## src/rtl/ladybird_decoder_pkg.sv

```systemverilog
// RV32I decode definitions: opcodes, instruction class / ALU op enums, the decoded
// record and the pure decode() function used by the decode stage.
package ladybird_decoder_pkg;

  localparam int XLEN_SUPPORTED = 32;

  localparam logic [6:0] OPC_LUI    = 7'b0110111;
  localparam logic [6:0] OPC_AUIPC  = 7'b0010111;
  localparam logic [6:0] OPC_JAL    = 7'b1101111;
  localparam logic [6:0] OPC_JALR   = 7'b1100111;
  localparam logic [6:0] OPC_BRANCH = 7'b1100011;
  localparam logic [6:0] OPC_LOAD   = 7'b0000011;
  localparam logic [6:0] OPC_STORE  = 7'b0100011;
  localparam logic [6:0] OPC_OPIMM  = 7'b0010011;
  localparam logic [6:0] OPC_OP     = 7'b0110011;
  localparam logic [6:0] OPC_FENCE  = 7'b0001111;
  localparam logic [6:0] OPC_SYSTEM = 7'b1110011;

  typedef enum logic [3:0] {
    CLS_LUI, CLS_AUIPC, CLS_JAL, CLS_JALR, CLS_BRANCH, CLS_LOAD,
    CLS_STORE, CLS_OPIMM, CLS_OP, CLS_FENCE, CLS_SYSTEM, CLS_ILLEGAL
  } inst_class_t;

  typedef enum logic [3:0] {
    ALU_ADD, ALU_SUB, ALU_SLL, ALU_SLT, ALU_SLTU,
    ALU_XOR, ALU_SRL, ALU_SRA, ALU_OR, ALU_AND
  } alu_op_t;

  typedef struct packed {
    inst_class_t cls;
    alu_op_t     alu_op;
    logic [2:0]  funct3;
    logic [4:0]  rd;
    logic [4:0]  rs1;
    logic [4:0]  rs2;
    logic [31:0] imm;
    logic        rd_we;
    logic        illegal;
  } decoded_t;

  // Shared funct3 -> ALU mapping for OP / OP-IMM; alt selects SUB / SRA.
  function automatic alu_op_t alu_f3(input logic [2:0] f3, input logic alt);
    alu_op_t op;
    case (f3)
      3'd0:    op = alt ? ALU_SUB : ALU_ADD;
      3'd1:    op = ALU_SLL;
      3'd2:    op = ALU_SLT;
      3'd3:    op = ALU_SLTU;
      3'd4:    op = ALU_XOR;
      3'd5:    op = alt ? ALU_SRA : ALU_SRL;
      3'd6:    op = ALU_OR;
      default: op = ALU_AND;
    endcase
    return op;
  endfunction

  function automatic decoded_t decode(input logic [31:0] inst);
    decoded_t    d;
    logic [6:0]  f7;
    logic [2:0]  f3;
    logic [31:0] imm_i;
    logic        ok;
    logic        we;
    f7    = inst[31:25];
    f3    = inst[14:12];
    imm_i = {{20{inst[31]}}, inst[31:20]};
    d        = '0;
    d.funct3 = f3;
    d.rd     = inst[11:7];
    d.rs1    = inst[19:15];
    d.rs2    = inst[24:20];
    d.alu_op = ALU_ADD;
    d.cls    = CLS_ILLEGAL;
    ok       = 1'b1;
    we       = 1'b0;
    case (inst[6:0])
      OPC_LUI: begin
        d.cls = CLS_LUI; d.imm = {inst[31:12], 12'b0}; d.rs1 = '0; we = 1'b1;
      end
      OPC_AUIPC: begin
        d.cls = CLS_AUIPC; d.imm = {inst[31:12], 12'b0}; we = 1'b1;
      end
      OPC_JAL: begin
        d.cls = CLS_JAL; we = 1'b1;
        d.imm = {{11{inst[31]}}, inst[31], inst[19:12], inst[20], inst[30:21], 1'b0};
      end
      OPC_JALR: begin
        d.cls = CLS_JALR; d.imm = imm_i; we = 1'b1; ok = (f3 == 3'd0);
      end
      OPC_BRANCH: begin
        d.cls = CLS_BRANCH;
        d.imm = {{19{inst[31]}}, inst[31], inst[7], inst[30:25], inst[11:8], 1'b0};
        ok    = (f3 != 3'd2) && (f3 != 3'd3);
        d.alu_op = !f3[2] ? ALU_SUB : (f3[1] ? ALU_SLTU : ALU_SLT);
      end
      OPC_LOAD: begin
        d.cls = CLS_LOAD; d.imm = imm_i; we = 1'b1;
        ok    = (f3 != 3'd3) && (f3 != 3'd6) && (f3 != 3'd7);
      end
      OPC_STORE: begin
        d.cls = CLS_STORE; d.imm = {{20{inst[31]}}, inst[31:25], inst[11:7]};
        ok    = (f3 <= 3'd2);
      end
      OPC_OPIMM: begin
        d.cls = CLS_OPIMM; d.imm = imm_i; we = 1'b1; d.alu_op = alu_f3(f3, 1'b0);
        if (f3 == 3'd1) begin
          d.imm = {27'b0, inst[24:20]}; ok = (f7 == 7'h00);
        end else if (f3 == 3'd5) begin
          d.imm    = {27'b0, inst[24:20]};
          ok       = (f7 == 7'h00) || (f7 == 7'h20);
          d.alu_op = inst[30] ? ALU_SRA : ALU_SRL;
        end
      end
      OPC_OP: begin
        d.cls = CLS_OP; we = 1'b1; d.alu_op = alu_f3(f3, inst[30]);
        ok    = (f7 == 7'h00) || ((f7 == 7'h20) && ((f3 == 3'd0) || (f3 == 3'd5)));
      end
      OPC_FENCE: begin
        d.cls = CLS_FENCE; d.imm = imm_i;
      end
      OPC_SYSTEM: begin
        d.cls = CLS_SYSTEM; d.imm = imm_i;
        ok    = (inst == 32'h0000_0073) || (inst == 32'h0010_0073);
      end
      default: ok = 1'b0;
    endcase
    d.rd_we = we && (inst[11:7] != 5'd0);
    // Bad encodings keep their raw register fields but carry no side effects.
    if (!ok) begin
      d.cls = CLS_ILLEGAL; d.illegal = 1'b1; d.imm = '0; d.alu_op = ALU_ADD; d.rd_we = 1'b0;
    end
    return d;
  endfunction

endpackage

```

## src/rtl/ladybird_decoder_skid.sv

```systemverilog
// Output register plus one skid entry with valid/ready on both sides; in_ready is
// a pure register so the upstream ready path never sees downstream combinational logic.
module ladybird_skid_buffer #(
  parameter type T = logic [7:0]
) (
  input  logic i_clk,
  input  logic i_rst,
  input  logic i_flush,
  input  logic i_valid,
  output logic o_ready,
  input  T     i_data,
  output logic o_valid,
  input  logic i_ready,
  output T     o_data
);

  T     r_out;
  T     r_skid;
  logic r_out_vld;
  logic r_skid_vld;

  always_ff @(posedge i_clk) begin
    if (i_rst) begin
      r_out      <= '0;
      r_skid     <= '0;
      r_out_vld  <= 1'b0;
      r_skid_vld <= 1'b0;
    end else if (i_flush) begin
      r_out_vld  <= 1'b0;
      r_skid_vld <= 1'b0;
    end else if (!r_out_vld || i_ready) begin
      // Skid has priority; input cannot be accepted while it is full.
      if (r_skid_vld) begin
        r_out      <= r_skid;
        r_out_vld  <= 1'b1;
        r_skid_vld <= 1'b0;
      end else begin
        r_out_vld <= i_valid;
        if (i_valid) r_out <= i_data;
      end
    end else if (i_valid && !r_skid_vld) begin
      r_skid     <= i_data;
      r_skid_vld <= 1'b1;
    end
  end

  assign o_ready = !r_skid_vld;
  assign o_valid = r_out_vld;
  assign o_data  = r_out;

endmodule

```

## src/rtl/ladybird_decoder.sv

```systemverilog
// RV32I decode stage: combinational decode() of the fetch word, then one registered
// stage with a skid entry so the stage sustains one word per cycle under backpressure.
module ladybird_decoder
  import ladybird_decoder_pkg::*;
#(
  parameter int XLEN = 32,
  parameter int PC_W = 32
) (
  input  logic            i_clk,
  input  logic            i_rst,
  input  logic            i_flush,
  input  logic            i_in_valid,
  output logic            o_in_ready,
  input  logic [PC_W-1:0] i_in_pc,
  input  logic [XLEN-1:0] i_in_inst,
  output logic            o_out_valid,
  input  logic            i_out_ready,
  output logic [PC_W-1:0] o_out_pc,
  output decoded_t        o_out_dec
);

  typedef struct packed {
    logic [PC_W-1:0] pc;
    decoded_t        dec;
  } entry_t;

  entry_t w_in;
  entry_t w_out;

  always_comb begin
    w_in     = '0;
    w_in.pc  = i_in_pc;
    w_in.dec = decode(i_in_inst);
  end

  ladybird_skid_buffer #(.T(entry_t)) u_skid (
    .i_clk   (i_clk),
    .i_rst   (i_rst),
    .i_flush (i_flush),
    .i_valid (i_in_valid),
    .o_ready (o_in_ready),
    .i_data  (w_in),
    .o_valid (o_out_valid),
    .i_ready (i_out_ready),
    .o_data  (w_out)
  );

  assign o_out_pc  = w_out.pc;
  assign o_out_dec = w_out.dec;

endmodule

```

## config.mk

```make
export PLATFORM = sky130hd
export DESIGN_NAME = ladybird_decoder
export DESIGN_NICKNAME = d
export VERILOG_FILES = /design/src/rtl/ladybird_decoder_pkg.sv /design/src/rtl/ladybird_decoder_skid.sv /design/src/rtl/ladybird_decoder.sv
export SDC_FILE = /design/constraint.sdc
export NUM_CORES = 1
export LEC_CHECK = 0
export CAP_MARGIN = 0
export CORE_ASPECT_RATIO = 0.8
export CORE_MARGIN = 4
export CORE_UTILIZATION = 40
export CTS_CLUSTER_DIAMETER = 60
export DETAILED_ROUTE_END_ITERATION = 6
export PLACE_DENSITY_LB_ADDON = 0.2
export REMOVE_ABC_BUFFERS = 1
export SYNTH_ARGS = -nofsm -noshare
export SYNTH_HDL_FRONTEND = slang
export SYNTH_HIERARCHICAL = 1
export SYNTH_SLANG_ARGS = --single-unit
```

## constraint.sdc

```tcl
create_clock -name i_clk -period 1.83 [get_ports i_clk]
set_clock_uncertainty 0.1 [all_clocks]
set_input_delay 0.183 -clock i_clk [delete_from_list [all_inputs] [get_ports i_clk]]
set_output_delay 0.183 -clock i_clk [all_outputs]
set_load 0.05 [all_outputs]
```

======== Yosys cells after proc, flatten, opt, wreduce, memory -nomap -nowiden ========
Cells that the tools add are included.
operators by class
  magnitude comparators ................... 1
  equal/unequal tests ..................... 24
  muxes and demuxes ....................... 23
  bitwise gates (word level) .............. 2
  reductions and logical operators ........ 25
operators with widths
  kind                                                   number
  one-hot mux 32 bit (6 select lines)                    1
  two-way mux 92 bit                                     2
  two-way mux 32 bit                                     2
  one-hot mux 4 bit (11 select lines)                    1
  two-way mux 34 bit                                     1
  equality test 32 x 21 -> 1 bit, second input constant  1
  equality test 32 x 7 -> 1 bit, second input constant   1
  equality test 7 x 6 -> 1 bit, second input constant    4
  equality test 7 bit, second input constant             4
  one-hot mux 4 bit (7 select lines)                     1
  one-hot mux 4 bit (6 select lines)                     1
  equality test 7 x 5 -> 1 bit, second input constant    2
  one-hot mux 4 bit (3 select lines)                     1
  equality test 3 bit, second input constant             3
  two-way mux 4 bit                                      2
  two-way mux 8 bit                                      1
  one-hot mux 1 bit (8 select lines)                     1
  OR reduction 4 bit                                     2
  equality test 7 x 2 -> 1 bit, second input constant    1
  equality test 7 x 4 -> 1 bit, second input constant    1
  logical NOT 7 bit                                      1
  OR reduction 7 bit                                     1
  equality test 3 x 2 -> 1 bit, second input constant    2
  logical AND 1 bit                                      6
  16 further kinds                                       32
storage, ports and cells
  register bits ........................... 186
  bits of input ports ..................... 69
  word-level logic and storage cells ...... 97

======== Longest topological paths before layout ========
Gate-level depths: netlist of the first run.
  depth after elaboration ................. 8
  mapped depth ............................ 10

======== Hierarchy ========
Netlist of the first run, hierarchy kept.
by module, submodules not included
  module                times used  cells each  area each (um2)  seq. area each (um2)
  ladybird_skid_buffer  1           829         8921.1           3723.6
  ladybird_decoder      1           189         1102.3           0.0

======== Worst setup path before layout of the first run ========
No wires, ideal clock.
  kind .................................... input -> register
  start ................................... in i_in_inst[4]
  end ..................................... reg u_skid.r_out (netlist bit u_skid/o_data[1])
  setup time .............................. 0.086 ns
  arrival ................................. 1.807 ns
  data required time ...................... 1.644 ns
  setup slack ............................. -0.162 ns
  stages on the path ...................... 9
  path through ............................ buf_2 and3b_1 buf_2 nand2_1 o31ai_2 a2111oi_4 a2111oi_1 mux2i_1 a211oi_1
RTL lines
  what                    line                         text
  start: declaration      ladybird_decoder.sv:15       input logic [XLEN-1:0] i_in_inst,
  end signal: assignment  ladybird_decoder_skid.sv:34  r_out <= r_skid;
  end signal: assignment  ladybird_decoder_skid.sv:39  if (i_valid) r_out <= i_data;
  end: declaration        ladybird_decoder_skid.sv:17  T r_out;

==> results of run 1 <==
## power by group
part / internal (mW) / leakage, nW / switching [mW] / total, mW
combinational: 0.779 / 2.98 / 1.19 / 1.97
sequential: 4.19 / 1.52 / 0.0789 / 4.27
clock: 2.44 / 0.316 / 1.65 / 4.09
total: 7.40 / 4.82 / 2.92 / 10.3
## registers in the layout, indices dropped and copies added, names as in the netlist
| signal | cells |
|---|---|
| u_skid/o_data | 92 |
| u_skid/o_valid | 1 |
| u_skid/r_skid | 92 |
| u_skid/r_skid_vld | 1 |
## cells by family after synthesis
family / count (synthesis)
buffers and inverters: 104
xor gates and xnor gates: 3
muxes: 184
DFF: 186
and+or+nand+nor: 289
AOI/OAI and AO/OA: 252
## routing by layer
layer / track usage / vias to the layer above / routed length [microns]
li1: - / 4081 / -
met1: 0.2857 / 3977 / 14010
met2: 0.3051 / 148 / 12340
met3: 0.04253 / 30 / 1095
met4: 0.04219 / 2 / 351
met5: 0 / - / 7
## path summary, 6_finish.rpt
path | to | from | cells past startpoint
worst max-delay path | u_skid/o_data[12]$_SDFFE_PP0P_ | i_in_inst[31] | 10
worst min-delay path | u_skid/r_skid[35]$_SDFFE_PP0P_ | i_in_inst[21] | 4
worst max register to register | u_skid/r_skid[63]$_SDFFE_PP0P_ | u_skid/o_valid$_SDFFE_PP0P_ | 5
worst min register to register | u_skid/r_skid[33]$_SDFFE_PP0P_ | u_skid/r_skid[33]$_SDFFE_PP0P_ | 2
## layout make-up
| class | count | area [sq um] | share of cell area |
|---|---|---|---|
| inverters | 2 | 7.507 | 0.0005466 |
| multi-input cells | 728 | 6083 | 0.4430 |
| clock inverters | 10 | 163.9 | 0.01194 |
| clock buffers | 21 | 480.5 | 0.03499 |
| flip-flops and latches | 186 | 3727 | 0.2714 |
| well taps | 318 | 397.9 | 0.02897 |
| repair buffers | 316 | 2873 | 0.2092 |
## cell usage in the layout (no fill, tap or decap), drive strengths merged, types with 9 or more instances in the layout
cell type and instances:
a211oi 94, a21oi 120, buf 204, clkbuf 32, clkdlybuf4s50 36, dfxtp 186
dlygate4sd2 63, mux2i 184, nand2 31, nand2b 190, nor2 19, nor3b 9
o21ai 10
## what timing repair did
| item | in CTS | in global routing |
|---|---|---|
| gates cloned | 4 | 0 |
| pin swaps | 29 | 19 |
| setup endpoints to repair | 147 | 58 |
| gates resized for setup | 211 | 68 |
| setup buffers | 14 | 8 |
## stage by stage
step | instances | hold WS (ns) | cell area (sq um) | setup TNS, ns | total power [mW]
floorplan | 916 | 0.1476 | 9351 | -1101.64 | 5.398
CTS | 1573 | 0.06261 | 13540 | 0 | 10.40
global route | 1581 | 0.07277 | 13730 | -0.3783 | 10.72
detailed placement | 1525 | 0.3619 | 12530 | -87.03 | 6.288
global placement | 1525 | 0.3570 | 12530 | -88.80 | 6.277
finish | 1581 | 0.07702 | 13730 | 0 | 10.33
## critical path, cell delays in order
cell	delay, ns
sky130_fd_sc_hd__buf_6	0.11
sky130_fd_sc_hd__nor4_4	0.37
sky130_fd_sc_hd__a31oi_4	0.15
sky130_fd_sc_hd__o31ai_4	0.30
sky130_fd_sc_hd__a2111oi_4	0.08
sky130_fd_sc_hd__buf_4	0.18
sky130_fd_sc_hd__buf_8	0.15
sky130_fd_sc_hd__nor3b_2	0.21
sky130_fd_sc_hd__mux2i_1	0.11
sky130_fd_sc_hd__a211oi_2	0.22
==> results list, run 1 <==
- Number of hold buffers added after CTS: 0
- Largest family of logic cells by synthesized area: compound AO/OA/AOI/OAI gates
- Count of unresolved DRC violations after routing: 0
- In the synthesized netlist the dominant register cell turns out to be sky130_fd_sc_hd__dfxtp_1.
- The worst hold path belongs to the class in2reg.
- The number of endpoints with negative hold slack in the final report is 0.
- Compared with the post-synthesis result, the final layout area differs by 37.01%.
- Congestion Overflow GR: 0
- The worst setup path is captured at a flip-flop.
- After detailed routing, the total wire length is 27800 microns.
* Data arrival time at the worst-slack endpoint: 2.06 ns
- For flop-to-flop paths, the worst setup slack is 0.23 ns.
* Worst slew margin relative to its limit: 0.6420
* Number of vias after detailed routing: 8238
- In this run, synthesis inferred 0 flip-flops with an integrated enable.
- sky130_fd_sc_hd__nand2b_1 is the most common cell in the netlist.
- The initial antenna violation count was 1.
* Setup repair after global routing missed its margin: true
* Slew at the pin closest to its max-slew limit: 0.5370 ns
* Final design utilization: 0.5605
- In the synthesized netlist, the number of instances is 1018.
- The worst setup path is of the in2reg kind.
* Ys async rst share: 0
- The H-tree was split into 4 levels.
- Share of the synthesized netlist area taken by xor and xnor gates: 0.002621
- At the worst endpoint, the required time is 2.08 ns.
- After layout, the minimum clock period comes to 1.805 ns.
- Total standard cell area after synthesis: 10020 sq um
- Before CTS, the worst setup slack after placement is -1.199 ns.
* Vias/cell: 5.211
- TritonCTS built the clock tree.
- Post-synth top area cell: sky130_fd_sc_hd__dfxtp_1
- Buffers placed on the I/O ports in this run total 162.
* Adder and majority cell fraction of the synthesized area: 0
* Run status: finished clean
* Fin crit share: 0.9863
* Number of nets in the layout: 1320
- Static power due to leakage: 4.816 nW
- First-pass GRT wire length: 44460 microns
- Global routing usage summed across all routing layers: 0.1979
* Average detailed-routed wire length per instance: 17.59 microns
- Inserted Clock Buffers: 17
- Detailed placement ended at an HPWL of 18390 microns.
- For this design, the sink count on the clock tree is 186.
* Die Y: 149.6 microns
* Distinct cell type count after synthesis: 55
- Clock latency on the worst-skew pair, taken at its later pin, is 0.43 ns.
- The via count of the first global-routing pass came to 8164.
- Maximum fanout along the worst path: 6
- Setup violations remaining at the end of the flow were counted as 0.
- Boundary Pins: 163
- Startpoint class of the critical path: primary input
* Main area contributors after synthesis: sky130_fd_sc_hd__dfxtp_1 37%, sky130_fd_sc_hd__mux2i_1 18%, sky130_fd_sc_hd__nand2b_1 12%
* Clock-pin transition on the worst setup and hold timing paths: 0.07 ns
- Core area: 24500 sq um
- Number of buffers on the longest clock path: 2
- Most used standard cells in the synthesized netlist: 189 x sky130_fd_sc_hd__nand2b_1, 186 x sky130_fd_sc_hd__dfxtp_1, 184 x sky130_fd_sc_hd__mux2i_1, 120 x sky130_fd_sc_hd__a21oi_1, 80 x sky130_fd_sc_hd__a211oi_2
- In the final layout, the share of cells above drive strength 1 is 0.3151.
- DRT antenna net count: 0
- The initial utilization of the core area, before any placement, comes to 0.4091.
- The repair_antennas step left the layout with diodes totalling 0.
- Power per Cell Area: 752.0 nW/um^2
- Across the run, the number of max-cap violations was 0.
* Area share of and/or/nand/nor cells after synthesis: 0.1726
* Register bit total from synthesis: 186
* Fmax: 0.5541 GHz
* Share of the synthesized area in the top cell type: 0.3715
- The die covers 27670 sq um.
- Row Count: 51
* Iteration-0 DRC Markers: 390
* Horiz. Die Dim: 185.0 microns
- CTS placed an instance of sky130_fd_sc_hd__clkbuf_16 at the clock tree root.
* Fin worst setup slack: 0.02514 ns
* Mean Syn Cell Area: 9.846 sq um
* Post-synthesis compound-gate area fraction: 0.2017
* Count of final max-slew check failures: 0
- The layout has 2194 filler cells.
- Pin count of the biggest net entering global routing: 64
- Final RePlAce weighted congestion: 0.8893
- Measured against the total synthesized area, the mux share comes to 0.1837.
- The share of the Yosys chip area taken by registers is 0.3715.
- Warnings, synthesis: 6
* Maximum vdd drop: 0.6067 mV
- For this run, the detailed router's first-pass iteration total came to 5.
(Power assumes the default switching activity.)
==> run 2: changes to the inputs <==
--- a/config.mk
+++ b/config.mk
@@ -12,7 +12,6 @@
 export CTS_CLUSTER_DIAMETER = 60
 export DETAILED_ROUTE_END_ITERATION = 6
 export PLACE_DENSITY_LB_ADDON = 0.2
-export REMOVE_ABC_BUFFERS = 1
 export SYNTH_ARGS = -nofsm -noshare
 export SYNTH_HDL_FRONTEND = slang
 export SYNTH_HIERARCHICAL = 1
==> run 2 against run 1 <==
Power down 2.2%. The flow now finishes with violations (negative setup slack). Largest power group unchanged. Combinational power up 3%. Worst setup slack got worse by 0.025 ns. Worst hold slack improved by 0.0058 ns. Sequential share of layout area is 0.091 points lower. Critical endpoint is now u_skid/o_data[1]$_SDFFE_PP0P_.
==> results list, run 2 (synthesized netlist as in run 1, its figures left out) <==
- Top library cells by usage in the layout, fill and taps aside: 186 x sky130_fd_sc_hd__nand2b_1, 185 x sky130_fd_sc_hd__dfxtp_1, 180 x sky130_fd_sc_hd__mux2i_1
- The starting density of the core was 0.4091 (unchanged).
- The number of vias in the routed layout was 8306 (+0.83%).
- Post-synth net total: 1087
- The clock slew seen by the registers of the worst setup and hold paths is 0.07 ns (about the same).
- Port Buf Inserts: 162 (unchanged)
* Clk_lat worst skew: 0.44 ns (about the same)
* Vias/cell: 5.240 (+0.57%)
- The data arrival time at the worst-slack endpoint is 2.08 ns (+0.02 ns).
* First-pass GRT wire length: 45930 microns (+3.3%)
- The initial antenna violation count came to 1 (unchanged).
- Static power due to leakage: 4.806 nW (-0.22%)
- Setup repair after global routing could not meet its margin everywhere.
* CTS tree: done
- Final hold vios: 0 (unchanged)
- The max-slew headroom at the worst pin is 0.6548 (+0.01280).
- Area Growth Syn to Fin: 37.47%
- Number of setup violations in the final report: 1 (+1)
* Fin worst setup slack: -0.0003080 ns (-0.02544 ns)
- Total Die Area: 27670 sq um (unchanged)
- The final reports fail on negative setup slack.
- The maximum buffer depth of the clock tree came to 2 (unchanged).
- Slew at the pin closest to its max-slew limit: 0.5199 ns (-0.01713 ns)
- Number of clock sinks: 186 (unchanged)
- Power per Cell Area: 733.3 nW/um^2 (-2.5%)
- The net count of the finished layout was 1322 (+0.15%).
* Fmax: 0.5464 GHz (-1.4%)
- The final cell count without fillers was 1585 (+0.25%).
- Congestion Overflow GR: 0 (unchanged)
* Dominant delay contributor by cell family on the critical path: compound AO/OA/AOI/OAI gates
- The number of detailed-route iterations in the first pass was 6 (+1).
- The fraction of final layout cells with drive strength greater than 1 is 0.3373 (+0.02216).
- The required time of the critical path was 2.08 ns (about the same).
* Average detailed-routed wire length per instance: 18.55 microns (+5.5%)
- By startpoint and endpoint, the worst setup path is classified as in2reg.
- The cell count after placement is 1526 (+0.066%).
- Most common cell after layout, fill and taps aside: sky130_fd_sc_hd__nand2b_1
- The number of H-tree branching levels came to 4 (unchanged).
- Ordered list of cells on the worst path: clkdlybuf4s15_1 -> nor4_2 -> nand4_1 -> o22ai_2 -> a2111oi_4 -> buf_6 -> buf_12 -> a2111oi_4 -> mux2i_1 -> a211oi_1
- Row Count: 51 (unchanged)
- Element type at the critical path end: flip-flop
- Highest-delay cell along the critical path: sky130_fd_sc_hd__nor4_2
- Power, Total: 10.10 mW (-2.2%)
- Counting stages on the worst path, the most repeated cell is sky130_fd_sc_hd__a2111oi_4.
- Clock period minus final worst setup slack: 1.830 ns (+0.02544 ns)
* Startpoint class of the critical path: primary input
- The die height came to 149.6 microns (unchanged).
* DRT antenna net count: 0 (unchanged)
- Clock Root Buffer: sky130_fd_sc_hd__clkbuf_16
* Final design utilization: 0.5623 (+0.001889)
* Maximum fanout along the worst path: 8 (+2)
- Max-cap violations: 0 (unchanged)
- Worst hold path class: in2reg
- Pin count of the biggest net entering global routing: 68 (+6.3%)
- The detailed-route wire length is 29400 microns (+5.8%).
* Fill cell instance count of the final layout: 2203 (+0.41%)
- Final RePlAce weighted congestion: 0.8253 (-7.2%)
- The peak supply drop came to 0.5662 mV (-6.7%).
- The buffer and inverter count on the worst path is 3 (unchanged).
- The via count of the first global-routing pass is 8064 (-1.2%).
- The final routed DRC violation total is 0 (unchanged).
- Core area: 24500 sq um (unchanged)
- Number of hold buffers added after CTS: 0 (unchanged)
- The total track usage was 0.2094 (+0.01150).
* Boundary Pins: 163 (unchanged)
- The number of violations reported at the end of detailed-routing iteration 0 was 451 (+16%).
* Inserted Clock Buffers: 17 (unchanged)
* Slowest cell delay on critical path: 0.27 ns (-0.10 ns)
* Count of final max-slew check failures: 0 (unchanged)
- Fin crit share: 1.000 (+0.01390)
* Half-perimeter wire length of the detailed placement result: 19810 microns (+7.7%)
* Horiz. Die Dim: 185.0 microns (unchanged)
* Run status: finished, violations left
==> run 2: changes by cell type in the layout (fill, tap and decap cells not counted), moves of 5 or more <==
cell                            before  now
sky130_fd_sc_hd__dlygate4sd2_1      63   43
sky130_fd_sc_hd__buf_4             151  173
sky130_fd_sc_hd__a21oi_2            17   11
sky130_fd_sc_hd__a21oi_4             2    7
==> run 2: cell type report <==
type                    instances  area, sq um  share of cell area
inverters                       2        7.507           0.0005448
multi-input cells             728         6150              0.4463
repair buffers                318         2894              0.2100
diodes                          1        2.502           0.0001816
clock inverters                14        161.4             0.01171
well taps                     318        397.9             0.02887
clock buffers                  18        439.2             0.03187
flip-flops and latches        186         3727              0.2705
==> run 2: repair_timing <==
action / CTS / global route
gates cloned: 3 / 0
pin swaps: 30 / 22
setup buffers: 21 / 10
endpoints found under the setup margin: 124 / 46
resized for setup: 168 / 59
==> run 2: path summary, 6_finish.rpt <==
path | to | cells after the start | slack [ns] | start
worst max register to register | u_skid/r_skid[23]$_SDFFE_PP0P_ | 5 | 0.19 | u_skid/o_valid$_SDFFE_PP0P_
worst min-delay path | u_skid/o_data[28]$_SDFFE_PP0P_ | 2 | 0.08 | i_rst
worst min register to register | u_skid/r_skid[37]$_SDFFE_PP0P_ | 2 | 0.37 | u_skid/r_skid[37]$_SDFFE_PP0P_
worst max-delay path | u_skid/o_data[1]$_SDFFE_PP0P_ | 10 | -0.0003 | i_in_inst[18]
==> run 2: power by group <==
group	internal [mW]	leakage [nW]	total (mW)	switching, mW
Combinational	0.801	3.00	2.02	1.22
Clock	2.08	0.290	3.82	1.73
Sequential	4.19	1.52	4.27	0.0808
Total	7.07	4.81	10.1	3.03
==> run 2: per-layer routing <==
layer / vias up / GRT usage / share of wire
met4: 0 / 0.05246 / 0.016
met5: - / 0 / 0
li1: 4102 / - / -
met3: 29 / 0.03694 / 0.038
met1: 4017 / 0.3092 / 0.50
met2: 158 / 0.3171 / 0.45
==> run 2: metrics by stage <==
step	setup slack [ns]	setup TNS (ns)	cell area [sq um]	hold slack, ns
floorplan	-0.09174	-1.879	10240	0.1615
global placement	-0.9232	-62.94	12670	0.3574
detailed placement	-0.9799	-69.04	12670	0.3615
CTS	-0.02100	-0.02100	13660	0.07222
global route	-0.07198	-0.2711	13780	0.1069
finish	-0.0003080	-0.0003080	13780	0.08285
